<file path="src/rtl/bcd_sub_pkg.sv">
`default_nettype none
// ============================================================================
//  Module   : bcd_sub_pkg
//  Purpose  : Shared types and constants for the serial BCD subtractor:
//             FSM state encoding, the BCD digit type and the decimal radix.
//  Ports    : none (package)
//  Revision : 1.0 - initial release
// ============================================================================
package bcd_sub_pkg;

    typedef enum logic [1:0] {
        IDLE = 2'd0,
        SUB  = 2'd1,
        CMP  = 2'd2,
        DONE = 2'd3
    } state_t;

    typedef logic [3:0] bcd_digit_t;

    localparam int BCD_RADIX = 10;

endpackage : bcd_sub_pkg
`default_nettype wire

</file>
<file path="src/rtl/bcd_digit_sub.sv">
`default_nettype none
// ============================================================================
//  Module   : bcd_digit_sub
//  Purpose  : Combinational single-digit BCD subtract with borrow:
//             d = x - y - bin, corrected by +10 when negative.
//  Ports    : x, y  - BCD digits (minuend, subtrahend)
//             bin   - borrow in
//             d     - corrected result digit
//             bout  - borrow out
//  Revision : 1.0 - initial release
// ============================================================================
module bcd_digit_sub
    import bcd_sub_pkg::*;
(
    input  bcd_digit_t x,
    input  bcd_digit_t y,
    input  logic       bin,
    output bcd_digit_t d,
    output logic       bout
);

    // 5-bit signed covers the worst case 0 - 15 - 1 = -16 without wrap.
    logic signed [4:0] w_raw;
    logic signed [4:0] w_fix;

    always_comb begin
        w_raw = $signed({1'b0, x}) - $signed({1'b0, y}) - $signed({4'b0000, bin});
        w_fix = w_raw;
        bout  = 1'b0;
        if (w_raw < 0) begin
            w_fix = w_raw + 5'sd10;
            bout  = 1'b1;
        end
        d = w_fix[3:0];
    end

endmodule : bcd_digit_sub
`default_nettype wire

</file>
<file path="src/rtl/bcd_subtractor_serial.sv">
`default_nettype none
// ============================================================================
//  Module   : bcd_subtractor_serial
//  Purpose  : Digit-serial packed-BCD subtractor producing |a-b| and a sign.
//             One digit per cycle in SUB; when the final borrow is set the
//             working result is ten's-complemented in CMP to get magnitude.
//  Ports    : clk, rst (sync, active-high)
//             start       - request, honoured only in IDLE
//             a, b        - packed BCD operands, digit 0 in bits [3:0]
//             busy        - high in SUB/CMP
//             done        - one-cycle result-valid pulse
//             diff,neg,err- result, held until the next done
//  Options  : BCD_SUB_INVALID_CHECK_EN - reject operands with digits > 9
//             (err=1, diff=0, done two cycles after start).
//  Revision : 1.0 - initial release
// ============================================================================
module bcd_subtractor_serial
    import bcd_sub_pkg::*;
#(
    parameter int DIGITS = 4
) (
    input  logic                  clk,
    input  logic                  rst,
    input  logic                  start,
    input  logic [4*DIGITS-1:0]   a,
    input  logic [4*DIGITS-1:0]   b,
    output logic                  busy,
    output logic                  done,
    output logic [4*DIGITS-1:0]   diff,
    output logic                  neg,
    output logic                  err
);

    localparam int W     = 4 * DIGITS;
    localparam int IDX_W = (DIGITS > 1) ? $clog2(DIGITS) : 1;
    localparam logic [IDX_W-1:0] LAST_IDX = IDX_W'(DIGITS - 1);

    state_t           state_q,  state_d;
    logic [W-1:0]     a_q,      a_d;
    logic [W-1:0]     b_q,      b_d;
    logic [W-1:0]     res_q,    res_d;
    logic [W-1:0]     diff_q,   diff_d;
    logic             borrow_q, borrow_d;
    logic             neg_q,    neg_d;
    logic [IDX_W-1:0] idx_q,    idx_d;

    logic [IDX_W+1:0] w_base;
    bcd_digit_t       w_x, w_y, w_d;
    logic             w_bout;

`ifdef BCD_SUB_INVALID_CHECK_EN
    logic err_q,      err_d;
    // Delays the invalid-operand done by one cycle inside DONE.
    logic inv_wait_q, inv_wait_d;

    function automatic logic has_invalid(input logic [W-1:0] v);
        logic bad;
        bad = 1'b0;
        for (int i = 0; i < DIGITS; i++) begin
            if (v[i*4 +: 4] > 4'd9) bad = 1'b1;
        end
        return bad;
    endfunction
`endif

    // Shared digit subtractor: SUB computes a_i - b_i, CMP computes 0 - r_i.
    always_comb begin
        w_base = {idx_q, 2'b00};
        if (state_q == CMP) begin
            w_x = '0;
            w_y = res_q[w_base +: 4];
        end else begin
            w_x = a_q[w_base +: 4];
            w_y = b_q[w_base +: 4];
        end
    end

    bcd_digit_sub u_digit (
        .x    (w_x),
        .y    (w_y),
        .bin  (borrow_q),
        .d    (w_d),
        .bout (w_bout)
    );

    always_comb begin
        state_d  = state_q;
        a_d      = a_q;
        b_d      = b_q;
        res_d    = res_q;
        diff_d   = diff_q;
        borrow_d = borrow_q;
        neg_d    = neg_q;
        idx_d    = idx_q;
`ifdef BCD_SUB_INVALID_CHECK_EN
        err_d      = err_q;
        inv_wait_d = inv_wait_q;
`endif
        case (state_q)
            IDLE: begin
                if (start) begin
                    a_d      = a;
                    b_d      = b;
                    res_d    = '0;
                    borrow_d = 1'b0;
                    idx_d    = '0;
`ifdef BCD_SUB_INVALID_CHECK_EN
                    if (has_invalid(a) || has_invalid(b)) begin
                        state_d    = DONE;
                        inv_wait_d = 1'b1;
                    end else begin
                        state_d = SUB;
                    end
`else
                    state_d = SUB;
`endif
                end
            end
            SUB, CMP: begin
                res_d[w_base +: 4] = w_d;
                borrow_d           = w_bout;
                idx_d              = idx_q + 1'b1;
                if (idx_q == LAST_IDX) begin
                    idx_d    = '0;
                    borrow_d = 1'b0;
                    if (state_q == SUB && w_bout) begin
                        // a < b: result is a ten's complement, fix it up.
                        state_d = CMP;
                    end else begin
                        // Outputs load here so they are valid during done.
                        state_d = DONE;
                        diff_d  = res_d;
                        neg_d   = (state_q == CMP);
`ifdef BCD_SUB_INVALID_CHECK_EN
                        err_d   = 1'b0;
`endif
                    end
                end
            end
            DONE: begin
`ifdef BCD_SUB_INVALID_CHECK_EN
                if (inv_wait_q) begin
                    inv_wait_d = 1'b0;
                    diff_d     = '0;
                    neg_d      = 1'b0;
                    err_d      = 1'b1;
                end else begin
                    state_d = IDLE;
                end
`else
                state_d = IDLE;
`endif
            end
            default: state_d = IDLE;
        endcase
    end

    always_ff @(posedge clk) begin
        if (rst) begin
            state_q  <= IDLE;
            a_q      <= '0;
            b_q      <= '0;
            res_q    <= '0;
            diff_q   <= '0;
            borrow_q <= 1'b0;
            neg_q    <= 1'b0;
            idx_q    <= '0;
        end else begin
            state_q  <= state_d;
            a_q      <= a_d;
            b_q      <= b_d;
            res_q    <= res_d;
            diff_q   <= diff_d;
            borrow_q <= borrow_d;
            neg_q    <= neg_d;
            idx_q    <= idx_d;
        end
    end

`ifdef BCD_SUB_INVALID_CHECK_EN
    always_ff @(posedge clk) begin
        if (rst) begin
            err_q      <= 1'b0;
            inv_wait_q <= 1'b0;
        end else begin
            err_q      <= err_d;
            inv_wait_q <= inv_wait_d;
        end
    end
    assign err  = err_q;
    assign done = (state_q == DONE) && !inv_wait_q;
`else
    assign err  = 1'b0;
    assign done = (state_q == DONE);
`endif

    assign busy = (state_q == SUB) || (state_q == CMP);
    assign diff = diff_q;
    assign neg  = neg_q;

endmodule : bcd_subtractor_serial
`default_nettype wire

</file>
<file path="config.mk">
export PLATFORM = sky130hd
export DESIGN_NAME = bcd_subtractor_serial
export DESIGN_NICKNAME = d
export VERILOG_FILES = /design/src/rtl/bcd_sub_pkg.sv /design/src/rtl/bcd_digit_sub.sv /design/src/rtl/bcd_subtractor_serial.sv
export SDC_FILE = /design/constraint.sdc
export NUM_CORES = 1
export LEC_CHECK = 0
export ABC_AREA = 1
export CORE_MARGIN = 3
export CORE_UTILIZATION = 54
export CTS_CLUSTER_SIZE = 25
export DETAILED_ROUTE_END_ITERATION = 10
export MAX_ROUTING_LAYER = met4
export PLACE_DENSITY = 0.79
export SYNTH_ARGS = -nofsm -noshare
export SYNTH_HDL_FRONTEND = slang
export SYNTH_SLANG_ARGS = --single-unit
</file>
<file path="constraint.sdc">
create_clock -name clk -period 4.7 [get_ports clk]
set_clock_uncertainty 0.15 [all_clocks]
set_input_delay 0.94 -clock clk [delete_from_list [all_inputs] [get_ports clk]]
set_output_delay 0.94 -clock clk [all_outputs]
set_load 0.02 [all_outputs]
</file>
==> results of run 1 <==
[stage by stage]
step	setup slack, ns	total power (uW)
finish	0.499	2830
global route	0.119	3080
CTS	0.553	2820
detailed placement	0.570	2350
global placement	0.686	2310
floorplan	1.20	2000
[power by group through the flow]
stage	sequential [uW]	clock, uW	combinational (uW)
floorplan	726	0	1270
global placement	748	0	1560
detailed placement	749	0	1600
CTS	736	476	1610
global route	747	501	1830
finish	737	471	1630
[kinds of logic after synthesis]
family,Yosys count
buffers and inverters,90
AOI/OAI and AO/OA,128
xor gates and xnor gates,2
other,1
adders and majority gates,17
DFF,70
and+or+nand+nor,217
[state kept, by name, indices dropped and copies added, names as in the netlist]
name      flops
a_q          16
b_q          16
diff         16
res_q        16
idx_q         2
state_q       2
borrow_q      1
neg           1
[cell type report]
class / count / area (um2)
clock inverters: 2 / 15.0
multi-input cells: 365 / 1840
well taps: 77 / 96.3
inverters: 61 / 231
fillers: 585 / 2110
flip-flops and latches: 70 / 1400
repair buffers: 57 / 556
clock buffers: 13 / 179
[layout by cell type (no fill, tap or decap)]
| cell type | count |
|---|---|
| nand2_1 | 145 |
| dfxtp_1 | 70 |
| a21oi_1 | 65 |
| inv_1 | 54 |
| clkdlybuf4s50_1 | 52 |
| nor2_1 | 48 |
| o21ai_0 | 27 |
| ha_1 | 15 |
| clkbuf_8 | 13 |
| o22ai_1 | 12 |
| nand3_1 | 10 |
| o21ai_1 | 9 |
| a211oi_1 | 7 |
| inv_2 | 6 |
| nand2_2 | 6 |
| nand4_1 | 4 |
| buf_4 | 4 |
| o21a_1 | 2 |
| o22ai_2 | 2 |
| nand3_2 | 2 |
| fa_1 | 2 |
| clkinvlp_4 | 2 |
| xnor2_1 | 1 |
| a32o_1 | 1 |
| xor2_2 | 1 |
| o21ai_2 | 1 |
| o32ai_1 | 1 |
| nand2_4 | 1 |
| inv_4 | 1 |
| and3_1 | 1 |
| a31oi_1 | 1 |
| conb_1 | 1 |
| buf_2 | 1 |
[critical path, cell delays in order (launching register included)]
cell and delay, ns:
dfxtp_1 0.34, inv_1 0.09, ha_1 0.54, inv_2 0.30, a21oi_1 0.19, o21ai_0 0.09
o21ai_0 0.09, o22ai_1 0.12, fa_1 0.47, fa_1 0.44, nand2_1 0.09, nand2_1 0.08
nand2_1 0.09, nand2_1 0.06, nand2_2 0.13, xor2_2 0.23, nand3_1 0.18, o22ai_2 0.17
nand2_1 0.08, a21oi_1 0.17
[layer usage]
layer	part of all wire (%)	up-vias	track usage, %
met5	0	-	-
li1	-	1754	-
met3	4.7	26	4.23
met1	49	1555	33.1
met4	2.4	0	12.6
met2	44	112	37.0
[synth_stat cells]
cell,instances
nand2_1,145
dfxtp_1,70
a21oi_1,65
inv_1,54
nor2_1,48
o21ai_0,27
clkbuf_1,20
ha_1,15
o22ai_1,12
nand3_1,10
o21ai_1,9
a211oi_1,7
inv_2,6
nand2_2,6
buf_2,4
nand4_1,4
buf_1,2
buf_6,2
fa_1,2
nand3_2,2
o21a_1,2
o22ai_2,2
a31oi_1,1
a32o_1,1
and3_1,1
buf_4,1
conb_1,1
inv_4,1
nand2_4,1
o21ai_2,1
o32ai_1,1
xnor2_1,1
xor2_2,1
[how the worst min path moves through the flow]
stage	end	startpoint	slack, ns
3_5_place_dp	diff[12]	diff[12]	0.31
3_3_place_gp	a_q[7]	a_q[7]	0.30
2_1_floorplan	a_q[13]	a_q[13]	0.29
4_1_cts	diff[12]	diff[12]	0.32
6_report	diff[12]	diff[12]	0.32
5_1_grt	res_q[9]	res_q[9]	0.34
==> results.md, run 1 <==
- Setup TNS: 0 ns
- Final setup viols: 0
- Clock Sinks: 70
- Final HPWL DP: 6.27 mm
- DIE AREA: 0.00769 mm2
- Initial antenna violation count: 0
- Synth area leader: dfxtp_1
- DIE HEIGHT: 87.7 um
- CP Class: flip-flop to flip-flop
- CP startpoint: state_q[0]
- Post-synth top area share: 38.9%
- Max H-tree Level: 3
- Largest family of logic cells by synthesized area: simple AND/OR/NAND/NOR gates
- Worst setup EP type: flip-flop
- Row cnt: 29
- Share of power burned in the clock network: 16.6%
- Compound-Gate Fraction of Synth Area: 19.6%
- Status: complete, no violations
- Final period util: 89.4%
- Switching power of the nets: 1360 uW
- Mapped Cells: 525
- Syn avg cell area: 6.86 um2
- Hold Slack: 0.316 ns
- Reg power frac: 26.0%
- FF-to-FF Start: state_q[0]
- Die W: 87.7 um
- Share of cells above drive strength 1: 7.04%
- Final core occ: 67.2%
- First-pass DRT Iterations: 6
- Antenna Cells: 0
- CTS tree: built
- Placed Cells: 630
- Crit start category: flip-flop
- Reg-to-reg endpoint: res_q[13]
- Maxcap violations: 0
- Post-Layout Cell Count: 645
- Worst Setup EP: res_q[13]
- Global-route wire length before repair: 14.6 mm
- Core Area: 0.00642 mm2
- Int Power: 1480 uW
- Hold Buf Count CTS: 0
- Synthesized cell area: 0.00360 mm2
- Ys Warns: 0
- Crit path required time: 4.83 ns
- Sw Ratio: 47.9%
- Fraction of synthesized cell area in xor and xnor cells: 0.694%
- Yosys reg bits: 70
- Largest net degree at the start of global routing: 45
- Initial core utilization: 56.1%
- Fmax: 238 MHz
- Via count: 3,447
- Root Buffer: clkbuf_8
- Final Critical Period: 4.20 ns
- Global Route Usage Sum: 25.1%
- Initial detailed-routing violation count: 266
- Clk slew on worst S/H paths: 0.07 ns
- # DRC: 0
- Dominant cells by area after synthesis: dfxtp_1 39%, nand2_1 15%, a21oi_1 9.0%
- Cts bufs inserted: 9
- Worst Hold Depth: 2
- Post-DP Area: 0.00412 mm2
- I/O pins: 55
- Flop2flop setup slack: 0.50 ns
- Resized Gates After CTS: 0
- Mux cell area share after synthesis: 0%
- Final Slew Violations: 0
- Adder-cell share of the synthesized area: 6.32%
- Post-synth cell types: 33
- Simple-Gate Fraction of Synth Area: 24.3%
- Clock latency on the worst-skew pair: 0.35 ns
- Vias per inst: 5.34
- Slew HR: 18.8%
- Comb pwr share: 57.4%
- Largest buffer count on any clock path: 2
- DR WL/cell: 13.7 um
- CP arrival: 4.33 ns
- Antenna Violating Nets Remaining: 0
- RSZ-0062 raised after global routing: no
- Area grow syn2layout: 19.8%
- Fin area: 0.00432 mm2
- DRT Wirelength: 8.83 mm
- R2R cell count: 19
- Number of setup buffers added after CTS: 0
- Grt ovf: 0
- Port Buffer Count: 53
- Worst Tran Pin Value: 1.21 ns
- Max Fanout on Critical Path: 23
- Syn_nets: 577
- Post-synthesis sequential area ratio: 38.9%
- Min-Delay Path Class: flip-flop to flip-flop
- Pwr Density: 657 mW/mm2
- Leak: 0.00177 uW
- Routability cong.: 0.936
- Maximum VDD drop: 0.000331 V
- Vias in the first global route: 3,177
- Hold Vio Cnt, Final: 0
- Nets: 616
Note: power is estimated with default switching activity, not from simulation.
==> run 2, diff against run 1 <==
CTS_CLUSTER_DIAMETER = 30   (was default)
==> results of run 2 <==
No change in the layout: final DEF, timing and power equal those of run 1.
